$ cat src/rtl/irq_priority_ctrl.sv
// Interrupt priority controller: rising-edge capture into pending bits, per-source enables,
// highest-index selection and a req/ack handshake with nested in-service tracking.
module irq_priority_ctrl #(
  parameter int NUM_SRC = 4,
  parameter int ID_BITS = 2
) (
  input  logic               clk,
  input  logic               rst,
  input  logic [NUM_SRC-1:0] src,
  input  logic               en_we,
  input  logic [NUM_SRC-1:0] en_wdata,
  output logic               irq,
  output logic [ID_BITS-1:0] irq_id,
  input  logic               irq_ack,
  input  logic               eret,
  output logic [NUM_SRC-1:0] pending,
  output logic [NUM_SRC-1:0] in_service,
  output logic [NUM_SRC-1:0] enable
);

  typedef enum logic {IDLE, REQ} state_t;

  state_t               state_q, state_d;
  logic [ID_BITS-1:0]   irq_id_q, irq_id_d;
  logic [NUM_SRC-1:0]   pending_q, pending_d;
  logic [NUM_SRC-1:0]   in_service_q, in_service_d;
  logic [NUM_SRC-1:0]   enable_q;
  logic [NUM_SRC-1:0]   src_d;

  logic [NUM_SRC-1:0]   edge_det, cand, id_onehot, is_onehot;
  logic [ID_BITS-1:0]   top, is_top;
  logic                 eligible, ack_fire, withdraw;

  // Highest set index of a vector; zero when empty (callers qualify with a non-zero test).
  function automatic logic [ID_BITS-1:0] top_index(input logic [NUM_SRC-1:0] v);
    top_index = '0;
    for (int i = 0; i < NUM_SRC; i++)
      if (v[i]) top_index = ID_BITS'(i);
  endfunction

  always_comb begin
    edge_det = src & ~src_d;
    cand     = pending_q & enable_q;
    top      = top_index(cand);
    is_top   = top_index(in_service_q);
    eligible = (|cand) && ((in_service_q == '0) || (top > is_top));
    for (int i = 0; i < NUM_SRC; i++) begin
      id_onehot[i] = (irq_id_q == ID_BITS'(i));
      is_onehot[i] = (is_top == ID_BITS'(i));
    end
    ack_fire = (state_q == REQ) && irq_ack;
    // Ack takes precedence over a withdraw caused by the source being masked.
    withdraw = (state_q == REQ) && !irq_ack && !(|(enable_q & id_onehot));
  end

  // NOTE: every always_comb output gets a default first so no path can infer a latch.
  always_comb begin
    state_d  = state_q;
    irq_id_d = irq_id_q;
    case (state_q)
      IDLE: if (eligible) begin
        irq_id_d = top;
        state_d  = REQ;
      end
      REQ: if (ack_fire || withdraw) state_d = IDLE;
      default: state_d = IDLE;
    endcase
  end

  always_comb begin
    pending_d = pending_q;
    if (ack_fire) pending_d = pending_d & ~id_onehot;
    pending_d = pending_d | edge_det;

    // eret retires the innermost level before an ack in the same cycle adds a new one.
    in_service_d = in_service_q;
    if (eret && (in_service_q != '0)) in_service_d = in_service_d & ~is_onehot;
    if (ack_fire) in_service_d = in_service_d | id_onehot;
  end

  // NOTE: sequential state uses non-blocking assignments so all registers update together.
  always_ff @(posedge clk) begin
    src_d <= src;
    if (rst) begin
      state_q      <= IDLE;
      irq_id_q     <= '0;
      pending_q    <= '0;
      in_service_q <= '0;
      enable_q     <= '0;
    end else begin
      state_q      <= state_d;
      irq_id_q     <= irq_id_d;
      pending_q    <= pending_d;
      in_service_q <= in_service_d;
      if (en_we) enable_q <= en_wdata;
    end
  end

  assign irq        = (state_q == REQ);
  assign irq_id     = irq_id_q;
  assign pending    = pending_q;
  assign in_service = in_service_q;
  assign enable     = enable_q;

endmodule

$ cat config.mk
export PLATFORM = sky130hd
export DESIGN_NAME = irq_priority_ctrl
export DESIGN_NICKNAME = d
export VERILOG_FILES = /design/src/rtl/irq_priority_ctrl.sv
export SDC_FILE = /design/constraint.sdc
export NUM_CORES = 1
export LEC_CHECK = 0
export ABC_AREA = 1
export BUFFER_PORTS_ARGS = -buffer_cell sky130_fd_sc_hd__buf_2
export CORE_ASPECT_RATIO = 0.8
export CORE_MARGIN = 5
export CORE_UTILIZATION = 32
export CTS_BUF_LIST = sky130_fd_sc_hd__clkbuf_8
export DETAILED_ROUTE_END_ITERATION = 7
export GPL_TIMING_DRIVEN = 1
export PLACE_DENSITY = 0.64
export SYNTH_ARGS = -nofsm -noshare
export SYNTH_HDL_FRONTEND = slang
export SYNTH_SLANG_ARGS = --single-unit
$ cat constraint.sdc
create_clock -name clk -period 3.9 [get_ports clk]
set_input_delay 0.78 -clock clk [delete_from_list [all_inputs] [get_ports clk]]
set_output_delay 0.78 -clock clk [all_outputs]
set_load 0.02 [all_outputs]
; Word-level counts from Yosys, hierarchy flattened
; Cells that the tools add are included.
[totals]
latch_bits = 0
wordCells = 52
n_memories = 0
romBits = 0
ff_bits = 19
ram_bits = 0
[op_classes]
n_bitwise = 11
mul = 0
div = 0
order_cmp = 1
n_mux = 12
n_eq_ne = 6
reduce_logical = 16
addsub = 0
shift = 0
[ops]
columns = cell, count
row1 = 4-bit AND, 5
row2 = 4-bit 2-to-1 mux, 3
row3 = 4-bit inverter, 3
row4 = "2-bit equality test, second input constant", 4
row5 = 2-bit 2-to-1 mux, 4
row6 = 4-bit OR, 2
row7 = 4-bit OR reduction, 2
row8 = 1-bit logical AND, 5
row9 = "2-bit by 1-bit equality test with 1-bit output, second input constant", 2
row10 = 2-bit zero test, 2
row11 = 4-bit zero test, 1
row12 = 1-bit 2-to-1 mux, 4
row13 = 4-bit nonzero test, 1
row14 = 2-bit greater-than comparator, 1
row15 = 1-bit zero test, 2
row16 = 1-bit logical OR, 2
row17 = 1-bit one-hot mux with 2 select lines, 1
row18 = 2-bit AND reduction, 1
row19 = 1-bit inverter, 1

; Logic depth before layout (Yosys ltp)
; Gate-level depths: netlist (run 1).
[logic_depth]
depth_word = 9
depth_mapped = 12

; Least setup slack after synthesis (run 1)
; OpenSTA, ideal clock, no wires.
[synth_path]
path_kind = register -> register
from = register enable_q[2], in the netlist enable[2]
to = register irq_id_q[0], in the netlist irq_id[0]
path_slack_ns = 2.419
period_less_slack_ns = 1.481
setup_ns = 0.116
arrival_time_ns = 1.365
stages_incl_launch_ff = 10
required_time_ns = 3.784
cell_sequence = dfxtp_1 > nand2_2 > a21boi_1 > ha_1 > nand2_1 > nand2_1 > nand2_4 > nand3_1 > nand2_1 > nor2_1
[synth_via]
elab_chain_cells = 7
elab_cells_between_ends = 8
cone_classes = order compare: 1 / mux: 2 / bitwise: 1 / reduce/logical: 4
[synth_lines]
columns = element, line
row1 = from (decl), 27  ; logic [NUM_SRC-1:0] enable_q;
row2 = from (signal assigned), 95  ; if (en_we) enable_q <= en_wdata;
row3 = 4-bit AND *, 43  ; cand = pending_q & enable_q;
row4 = 2-bit 2-to-1 mux (2 in series), 38  ; if (v[i]) top_index = ID_BITS'(i);
row5 = 2-bit greater-than comparator, 46  ; eligible = (|cand) && ((in_service_q == '0) || (top > is_top));
row6 = 1-bit logical OR, 46
row7 = 1-bit logical AND, 46
row8 = 2-bit AND reduction (no source line), n/a
row9 = to (signal assigned), 92  ; irq_id_q <= irq_id_d;
row10 = to (decl), 24  ; logic [ID_BITS-1:0] irq_id_q, irq_id_d;
; Every way passes the cells marked *; elsewhere a longest branch is shown, timed or not.
; A chain may end at the register's enable or synchronous reset.

; Worst setup path after layout (run 1)
[layout_path]
from = register irq_id_q[0], in the netlist irq_id[0]
to = output irq_id[0]
[layout_lines]
columns = element, line
row1 = to (decl), 13  ; output logic [ID_BITS-1:0] irq_id,
; No word-level cell between the ends.

==> summary.md, run 1 <==
| Metric | Value |
|---|---|
| Result of the run | completed |
| Max-cap violation count | 0 |
| Maximum root-to-sink buffer count | 2 |
| Number of fill cells | around 280 |
| Class of the tightest hold or removal check | register to register |
| RSZ-0062 raised after global routing | false |
| Most numerous cell types in the synthesized netlist | nand2_1, dfxtp_1, inv_1 |
| Global-route wire length before repair | 3.17 mm |
| Post-synthesis sequential area ratio | 0.453 |
| Final number of hold-violating endpoints | 0 |
| Buffers inserted by post-CTS timing repair | 0 |
| Crit-path slowest cell | dfxtp_1 |
| Share of Yosys cell area claimed by the top area cell type | 0.453 |
| Setup violators final | 0 |
| Number of instances in the synthesized netlist | 112 |
| Wire length reported by the detailed router | slightly below 2 mm |
| Multi-input combinational cell area | 394 µm² |
| TritonCTS clock tree | yes |
| Distinct cells, synth | 19 |
| Number of design-rule violations left by the first detailed-router iteration | 27 |
| Crit-path max cell delay | 0.47 ns |
| Cell leakage power | 0.527 nW |
| Share of flip-flops with an asynchronous set or reset | 0 |
| Launching element type of the critical path | register |
| Core area | 0.00248 mm² |
| Number of antenna violations at the first check in global routing | 0 |
| Per-instance average area after synthesis | 7.50 µm² |
| Remaining antenna violation count | 0 |
| Die area | 0.00375 mm² |
| Slew HR | 0.825 |
| Total half-perimeter wirelength after legalization and detailed placement | roughly 1.6 mm |
| Buffers and inverters on the worst path | 1 |
| Aggregate global-route resource usage | 0.108 |
| Maximum level of the CTS H-tree | 1 |
| Worst-path maximum fanout | 8 |
| Total number of yosys warnings | 0 |
| Port Buffer Count | 27 |
| Most frequently used flop master after synthesis | dfxtp_1 |
| Via count of the first global-routing pass | ~730 |
| Number of enable flip-flop cells after synthesis | 0 |
| Summed negative setup slack over all endpoints | 0 ns |
| Pins Over Slew Limit | 0 |
| Worst-path clk slew | 0.07 ns |
| Final period utilization | 0.442 |
| Number of gates resized after cts | 0 |
| Maximum number of pins on one net before global-route repair | 13 |
| Std-Cell Rows | 16 |
| Register area | 380 µm² |
| CP Cell Sequence | buf_2 |
| Ratio of cells with drive above 1 in the final layout | 0.296 |
| Post-Place Worst Slack | around 2.4 ns |
| Inserted Diodes | 0 |
| Clock sink count | 19 |
| Detailed-route wire length per cell | 10.8 µm |
| FF+latch count, synth | 19 |
| RD Place Congestion | 0.807 |
| First-pass iteration count of the detailed router | 4 |
| Most frequent cell after synthesis | nand2_1 |
| Area added between synthesis and finish | 26.7% |
| Kind of cell adding the most delay to the critical path | flip-flops |
| Nets | 158 |
| Final critical path time including I/O delays and setup | 1.73 ns |
| Biggest area consumer among synthesized cells | dfxtp_1 |
| Worst setup path class | register to output pin |
| Worst Path Required | 3.12 ns |
| Worst endpoint data arrival time | roughly 0.95 ns |
| Top-Level Pins | 28 |
| Cell Area, Synth | 840 µm² |
| Final setup slack of the worst path | between 2 and 2.5 ns |
| CTS buffer count | 3 |
| Vias per cell | between 4 and 5 |
| DIE HEIGHT | 55.8 µm |
| Overall die width | about 67 µm |
| Worst Clk Skew | 0.00353 ns |
| Slew at the pin closest to its max-slew limit | 0.263 ns |
| Total number of vias | between 800 and 900 |
| Clk_lat worst skew | approximately 0.26 ns |
| Power Dens Cells | 396 mW/mm² |
| Number of nets in the synthesized netlist | 127 |
| Maximum clock frequency | between 0.5 and 0.6 GHz |
| Clock root buffer | clkbuf_8 |
| Total overflow reported by the global router | 0 |
| Synth area leaders | dfxtp_1, nand2_1, inv_1, a21oi_1, nor2_1 |
| Starting Density | 0.338 |
| Post-CTS Hold Buffers | 0 |
| Element type at the critical path end | output pin |
| Remaining routing DRC violations | 0 |
| Worst VDD drop | 0.170 mV |
[sequential cells by signal, summed over array words and instances, names as in the netlist]
signal / cells
irq_id: 2
enable: 4
src_d: 4
in_service: 4
pending: 4
irq: 1
[worst paths after layout]
| kind | from | end | slack (ns) | depth (start not counted) |
|---|---|---|---|---|
| worst max register to register | enable[2] | irq_id[1] | 2.40 | 9 |
| worst min-delay path | src_d[0] | pending[0] | 0.48 | 3 |
| worst max-delay path | irq_id[0] | irq_id[0] | 2.17 | 1 |
| worst min register to register | src_d[0] | pending[0] | 0.48 | 3 |
[placed cells by master (no fill, tap or decap), types with 2 or more instances in the layout]
cell type	Yosys	final
nand2_4	2	2
nand3_1	9	9
a21oi_1	10	10
nand2_2	4	4
dfxtp_1	19	19
nor2_4	2	2
clkbuf_8	0	3
buf_2	1	27
nor2_1	13	13
ha_1	2	2
nand2_1	23	23
inv_1	15	15
o21ai_0	5	5
[kinds of logic (layout without fill, tap and decap cells)]
group / after synthesis / after routing / synth area share
simple gates: 55 / 55 / 0.313
compound gates: 19 / 19 / 0.127
flops: 19 / 19 / 0.453
buf+inv: 17 / 47 / 0.0775
fa+ha+maj: 2 / 2 / 0.0298
[report_power, final]
part           total [mW]  switching [mW]  internal [mW]
sequential          0.217          0.0117          0.205
clock               0.140          0.0678         0.0720
combinational      0.0647          0.0405         0.0242
total               0.421           0.120          0.301
[metal layers]
layer / part of all wire / global-route usage / up-vias / wire length [µm]
met3: 0.090 / 0.0545 / 0 / 174
met1: 0.50 / 0.151 / 362 / 964
met5: 0 / 0 / - / 0
met4: 0 / 0.0202 / 0 / 0
li1: - / - / 412 / -
met2: 0.41 / 0.148 / 27 / 785
[per-stage QoR]
step	cell area, µm²	power [mW]	cells	hold slack [ns]	util
final	1060	0.421	178	0.481	0.428
after floorplan	840	0.262	112	0.458	-
after CTS	1060	0.427	178	0.484	0.428
after detailed placement	1010	0.286	174	0.471	0.409
after global routing	1060	0.446	178	0.519	0.428
after global placement	1010	0.285	174	0.461	0.409
[layout make-up]
type                       instances  share of cell area
timing repair buffer              27               0.127
tap                               36              0.0424
inverter                          16              0.0565
sequential                        19               0.358
clock buffer                       3              0.0388
multi-input combinational         76               0.371
clock inverter                     1             0.00706
[worst reg2reg max path, cell delays in order (launching register included)]
cell and delay, ns:
dfxtp_1 0.38, nand2_2 0.09, a21boi_1 0.22, ha_1 0.27, nand2_1 0.06, nand2_1 0.09
nand2_4 0.09, nand3_1 0.08, nand2_1 0.08, nor2_1 0.05
Note: power is estimated with default switching activity, not from simulation.
==> inputs of run 2 (changes only) <==
==> constraint.sdc (replaced) <==
create_clock -name clk -period 1.8 [get_ports clk]
set_input_delay 0.36 -clock clk [delete_from_list [all_inputs] [get_ports clk]]
set_output_delay 0.36 -clock clk [all_outputs]
set_load 0.02 [all_outputs]
==> summary.md, run 2 (synthesis results as in run 1) <==
| Metric | Value |
|---|---|
| Maximum root-to-sink buffer count | 2 (unchanged) |
| Final critical path time including I/O delays and setup | 1.46 ns |
| Final number of hold-violating endpoints | 0 (unchanged) |
| Area added between synthesis and finish | 26.7% (unchanged) |
| Top-Level Pins | 28 (unchanged) |
| Class of the tightest hold or removal check | primary input to register |
| Die area | 0.00375 mm² (unchanged) |
| Buffers inserted by post-CTS timing repair | 0 (unchanged) |
| First-pass iteration count of the detailed router | 4 (unchanged) |
| Total overflow reported by the global router | 0 (unchanged) |
| Worst endpoint data arrival time | 1.62 ns (+0.67 ns) |
| Core area | 0.00248 mm² (unchanged) |
| Maximum clock frequency | 0.684 GHz |
| Maximum level of the CTS H-tree | 1 (unchanged) |
| Global-route wire length before repair | 3.24 mm (+2.4%) |
| Met1 usage | 0.157 (+0.00541) |
| Worst VDD drop | 0.465 mV (+170%) |
| Buffers and inverters on the worst path | 0 (-1) |
| Cell leakage power | 0.527 nW (unchanged) |
| Detailed-route wire length per cell | 10.8 µm (about the same) |
| Ratio of cells with drive above 1 in the final layout | 0.296 (unchanged) |
| RD Place Congestion | 0.830 (+2.8%) |
| Aggregate global-route resource usage | 0.115 (+0.00628) |
| Busiest layer in global routing | met1 |
| Cell occurring most often along the worst timing path | nand2_1 |
| Wire length reported by the detailed router | 1.93 mm (about the same) |
| Vias per cell | 4.48 (-0.37%) |
| Number of antenna violations at the first check in global routing | 0 (unchanged) |
| Max-cap violation count | 0 (unchanged) |
| Via count of the first global-routing pass | 728 (-0.41%) |
| Launching element type of the critical path | register |
| Kind of cell adding the most delay to the critical path | simple AND/OR/NAND/NOR gates |
| Crit-path max cell delay | 0.39 ns (-0.08 ns) |
| CP Cell Sequence | nand2_2 > a21boi_1 > ha_1 > nand2_1 > nand2_1 > nand2_4 > nand3_1 > nand2_1 > nor2_1 |
| Number of design-rule violations left by the first detailed-router iteration | 11 (-59%) |
| Port Buffer Count | 27 (unchanged) |
| Remaining routing DRC violations | 0 (unchanged) |
| Crit-path slowest cell | dfxtp_1 |
| Slew HR | 0.804 (-0.0207) |
| TritonCTS clock tree | yes |
| Number of gates resized after cts | 0 (unchanged) |
| Clock root buffer | clkbuf_8 |
| Commonest non-fill, non-tap cells in the layout | buf_2, nand2_1, dfxtp_1 |
| RSZ-0062 raised after global routing | false |
| Overall die width | 67.3 µm (unchanged) |
| Clock sink count | 19 (unchanged) |
| Nets | 158 (unchanged) |
| DIE HEIGHT | 55.8 µm (unchanged) |
| Summed negative setup slack over all endpoints | 0 ns (unchanged) |
| Total number of vias | 798 (-0.37%) |
| Total half-perimeter wirelength after legalization and detailed placement | 1.57 mm (-0.76%) |
| Number of fill cells | 282 (+1.4%) |
| Slew at the pin closest to its max-slew limit | 0.294 ns (+0.0310 ns) |
| Launch point of the worst path | enable[2] |
| Clk_lat worst skew | 0.26 ns (about the same) |
| Maximum number of pins on one net before global-route repair | 13 (unchanged) |
| Register area | 380 µm² (unchanged) |
| Setup violators final | 0 (unchanged) |
| Element type at the critical path end | register |
| Multi-input combinational cell area | 394 µm² (unchanged) |
| Most common library cell in the layout ignoring fill and taps | buf_2 |
| Inserted Diodes | 0 (unchanged) |
| Final period utilization | 0.812 |
| Start point of the worst hold path | src[1] |
| CTS buffer count | 3 (unchanged) |
| Starting Density | 0.338 (unchanged) |
| Post-CTS Hold Buffers | 0 (unchanged) |
| Power Dens Cells | 860 mW/mm² (+120%) |
| Reg-to-Reg Start | enable[2] |
| Global routing met2 resource utilization | 0.153 (+0.00420) |
| Final hold slack | 0.211 ns (-0.270 ns) |
| Remaining antenna violation count | 0 (unchanged) |
| Worst Clk Skew | 0.00125 ns (-0.00228 ns) |
| GR met3 Demand/Resource | 0.0545 (unchanged) |
| Worst-path clk slew | 0.07 ns (about the same) |
| Worst-path maximum fanout | 5 (-3) |
| Result of the run | completed |
| Worst setup path class | register to register |
| Std-Cell Rows | 16 (unchanged) |
| Worst Path Required | 1.96 ns (-1.16 ns) |
| Pins Over Slew Limit | 0 (unchanged) |
run 2: area by class of cell:
type	count	share of cell area
clock inverters	1	0.00706
multi-input cells	76	0.371
inverters	16	0.0565
repair buffers	27	0.127
flip-flops and latches	19	0.358
clock buffers	3	0.0388
well taps	36	0.0424
run 2: metal layers:
layer / vias to the layer above / share of wire
met2: 23 / 0.40
met4: 0 / 0.018
li1: 415 / -
met1: 356 / 0.50
met5: - / 0
met3: 4 / 0.083
run 2: worst paths after layout:
| check | to | slack, ns | cells after the start |
|---|---|---|---|
| setup / recovery | irq_id[0] | 0.34 | 9 |
| hold / removal | src_d[1] | 0.21 | 1 |
| setup reg to reg | irq_id[0] | 0.34 | 9 |
| hold reg to reg | pending[1] | 0.48 | 3 |
run 2: power by group:
group          switching, mW  internal (mW)
clock network          0.151          0.156
logic                 0.0851         0.0525
registers             0.0260          0.445
total                  0.262          0.653
run 2: through the flow:
stage	power, mW	utilization	cells	instance area (µm²)	setup slack (ns)
finish	0.915	0.428	178	1060	0.339
CTS	0.931	0.428	178	1060	0.319
global route	0.966	0.428	178	1060	0.164
detailed placement	0.619	0.409	174	1010	0.337
global placement	0.617	0.409	174	1010	0.370
floorplan	0.568	-	112	840	0.319
run 2: worst reg2reg max path: cells and delay by family (launching register included):
| family | cells | cell delay [ns] |
|---|---|---|
| and+or+nand+nor | 7 | 0.49 |
| DFF | 1 | 0.39 |
| AOI/OAI and AO/OA | 1 | 0.21 |
| adders and majority gates | 1 | 0.27 |
==> inputs of run 3 (changes only) <==
--- a/config.mk
+++ b/config.mk
@@ -13,7 +13,7 @@
 export CTS_BUF_LIST = sky130_fd_sc_hd__clkbuf_8
 export DETAILED_ROUTE_END_ITERATION = 7
 export GPL_TIMING_DRIVEN = 1
-export PLACE_DENSITY = 0.64
+export PLACE_DENSITY = 0.66
 export SYNTH_ARGS = -nofsm -noshare
 export SYNTH_HDL_FRONTEND = slang
 export SYNTH_SLANG_ARGS = --single-unit
==> constraint.sdc (replaced) <==
create_clock -name clk -period 1.2 [get_ports clk]
set_input_delay 0.24 -clock clk [delete_from_list [all_inputs] [get_ports clk]]
set_output_delay 0.24 -clock clk [all_outputs]
set_load 0.02 [all_outputs]
==> summary.md, run 3 (synthesis results as in run 1) <==
| Metric | Value |
|---|---|
| Result of the run | finished with violations |
| Failing checks | negative setup slack |
| Final period utilization | 1.14 (+0.332) |
| CP Cell Sequence | nand2_4 > a21boi_4 > ha_1 > inv_1 > nand2_1 > nand2_1 > nand2_2 > nand2_4 > a21oi_2 > nor2_1 |
| Crit-path max cell delay | 0.35 ns (-0.04 ns) |
| Final setup slack of the worst path | -0.173 ns (-0.512 ns) |
| Non-filler cells, final | 194 (+9.0%) |
| Starting Density | 0.338 (unchanged) |
| Clock sink count | 19 (unchanged) |
| Clock network power share | 0.319 (-0.016) |
| Commonest non-fill, non-tap cells in the layout | buf_2, nand2_1, buf_4 |
| Max-cap violation count | 0 (unchanged) |
| Maximum clock frequency | 0.728 GHz (+6.4%) |
| Summed area of non-filler cells in the final layout | 0.00125 mm² (+18%) |
| Area added between synthesis and finish | 49.2% |
| Total half-perimeter wirelength after legalization and detailed placement | 1.75 mm (+12%) |
| Setup violators final | 4 (+4) |
| Final hold slack | 0.0924 ns (-0.118 ns) |
| Aggregate global-route resource usage | 0.124 (+0.00942) |
| Maximum level of the CTS H-tree | 1 (unchanged) |
| RD Place Congestion | 0.749 (-9.8%) |
| Top-Level Pins | 28 (unchanged) |
| Post-CTS Hold Buffers | 0 (unchanged) |
| Detailed-route wire length per cell | 11.1 µm (+2.3%) |
| Start point of the worst hold path | src[2] |
| Total number of vias | 845 (+5.9%) |
| Reg-to-Reg Start | enable[3] |
| Buffers and inverters on the worst path | 1 (+1) |
| Std-Cell Rows | 16 (unchanged) |
| Crit-path slowest cell | dfxtp_4 |
| Clk_lat worst skew | 0.26 ns (about the same) |
| Via count of the first global-routing pass | 841 (+16%) |
| Comb pwr share | 0.184 (+0.034) |
| First-pass iteration count of the detailed router | 4 (unchanged) |
| Power Dens Cells | 1130 mW/mm² (+32%) |
| Worst Path Required | 1.35 ns (-0.61 ns) |
| Element type at the critical path end | register |
| Total overflow reported by the global router | 0 (unchanged) |
| Final core utilization | 0.505 (+0.0761) |
| Sw Ratio | 0.286 (about the same) |
| Core area | 0.00248 mm² (unchanged) |
| Worst setup path class | register to register |
| Worst endpoint data arrival time | 1.52 ns (-0.10 ns) |
| Overall die width | 67.3 µm (unchanged) |
| Number of design-rule violations left by the first detailed-router iteration | 25 (+14) |
| Kind of cell adding the most delay to the critical path | simple AND/OR/NAND/NOR gates |
| Summed negative setup slack over all endpoints | -0.487 ns (-0.487 ns) |
| Inserted Diodes | 0 (unchanged) |
| Total Power Consumption | 1.42 mW (+55%) |
| DIE HEIGHT | 55.8 µm (unchanged) |
| TritonCTS clock tree | yes |
| Worst-path clk slew | 0.07 ns (about the same) |
| Global-route wire length before repair | 3.64 mm (+12%) |
| Placed cell count | 189 (+8.6%) |
| Final number of hold-violating endpoints | 0 (unchanged) |
| CTS buffer count | 3 (unchanged) |
| Most common library cell in the layout ignoring fill and taps | buf_2 |
| Internal power | 1.01 mW (+55%) |
| Class of the tightest hold or removal check | primary input to register |
| Worst Clk Skew | 0.00343 ns (+0.00217 ns) |
| Die area | 0.00375 mm² (unchanged) |
| Ratio of cells with drive above 1 in the final layout | 0.468 (+0.173) |
| Post-detailed-placement cell area | 0.00116 mm² (+15%) |
| Switch Pwr | 0.406 mW (+55%) |
| Remaining routing DRC violations | 0 (unchanged) |
| Cell leakage power | 0.645 nW (+22%) |
| Port Buffer Count | 27 (unchanged) |
| Launch point of the worst path | enable[3] |
| Maximum number of pins on one net before global-route repair | 13 (unchanged) |
| Maximum root-to-sink buffer count | 2 (unchanged) |
| RSZ-0062 raised after global routing | true |
| Final critical path time including I/O delays and setup | 1.37 ns (-0.0882 ns) |
| Worst VDD drop | 0.678 mV (+46%) |
| Number of antenna violations at the first check in global routing | 0 (unchanged) |
| Clock root buffer | clkbuf_8 |
| Worst-path maximum fanout | 5 (unchanged) |
| Post-Place Worst Slack | -0.196 ns (-0.532 ns) |
| Vias per cell | 4.36 (-2.8%) |
| Sequential fraction of design power | 0.497 (-0.017) |
| Launching element type of the critical path | register |
| Pins Over Slew Limit | 0 (unchanged) |
| Remaining antenna violation count | 0 (unchanged) |
| Slew at the pin closest to its max-slew limit | 0.299 ns (+0.00524 ns) |
| Slew HR | 0.800 (-0.00350) |
| Wire length reported by the detailed router | 2.15 mm (+11%) |
| Nets | 174 (+10%) |
[run 3: changes by cell type in the layout (fill, tap and decap cells not counted), sizes merged]
cell	change
buf	+16
[run 3: routing by layer]
layer | global-route usage | part of all wire | vias up
met5 | 0 | 0 | -
met4 | 0.0260 | 0.0042 | 0
met3 | 0.0465 | 0.069 | 3
met2 | 0.185 | 0.43 | 28
met1 | 0.169 | 0.50 | 367
li1 | - | - | 447
[run 3: repair_timing]
action | 4_1_cts | 5_1_grt
setup endpoints to repair | 3 | 5
setup buffers | 1 | 0
pin swaps | 4 | 2
gates resized for setup | 3 | 3
[run 3: final timing paths]
check,slack [ns],cells past startpoint,endpoint
max,-0.17,10,irq_id[1]
min,0.09,1,src_d[2]
max reg2reg,-0.17,10,irq_id[1]
min reg2reg,0.47,3,pending[2]
[run 3: power by group through the flow]
stage | Combinational (mW) | Clock [mW] | Sequential (mW)
2_1_floorplan | 0.106 | 0 | 0.750
3_3_place_gp | 0.241 | 0 | 0.714
3_5_place_dp | 0.248 | 0 | 0.716
4_1_cts | 0.261 | 0.470 | 0.703
5_1_grt | 0.286 | 0.506 | 0.711
6_report | 0.261 | 0.454 | 0.705
[run 3: layout make-up]
type	instances	area, µm²
clock buffers	3	41.3
clock inverters	1	7.51
fillers	249	1230
inverters	16	60.1
multi-input cells	76	440
flip-flops and latches	19	403
well taps	36	45.0
repair buffers	43	255
[run 3: worst register-to-register path: cells and delay by family, from the launching register on]
kind,cells,cell delay [ns]
adders and majority gates,1,0.15
and+or+nand+nor,6,0.38
DFF,1,0.35
AOI/OAI and AO/OA,2,0.33
buffers and inverters,1,0.04
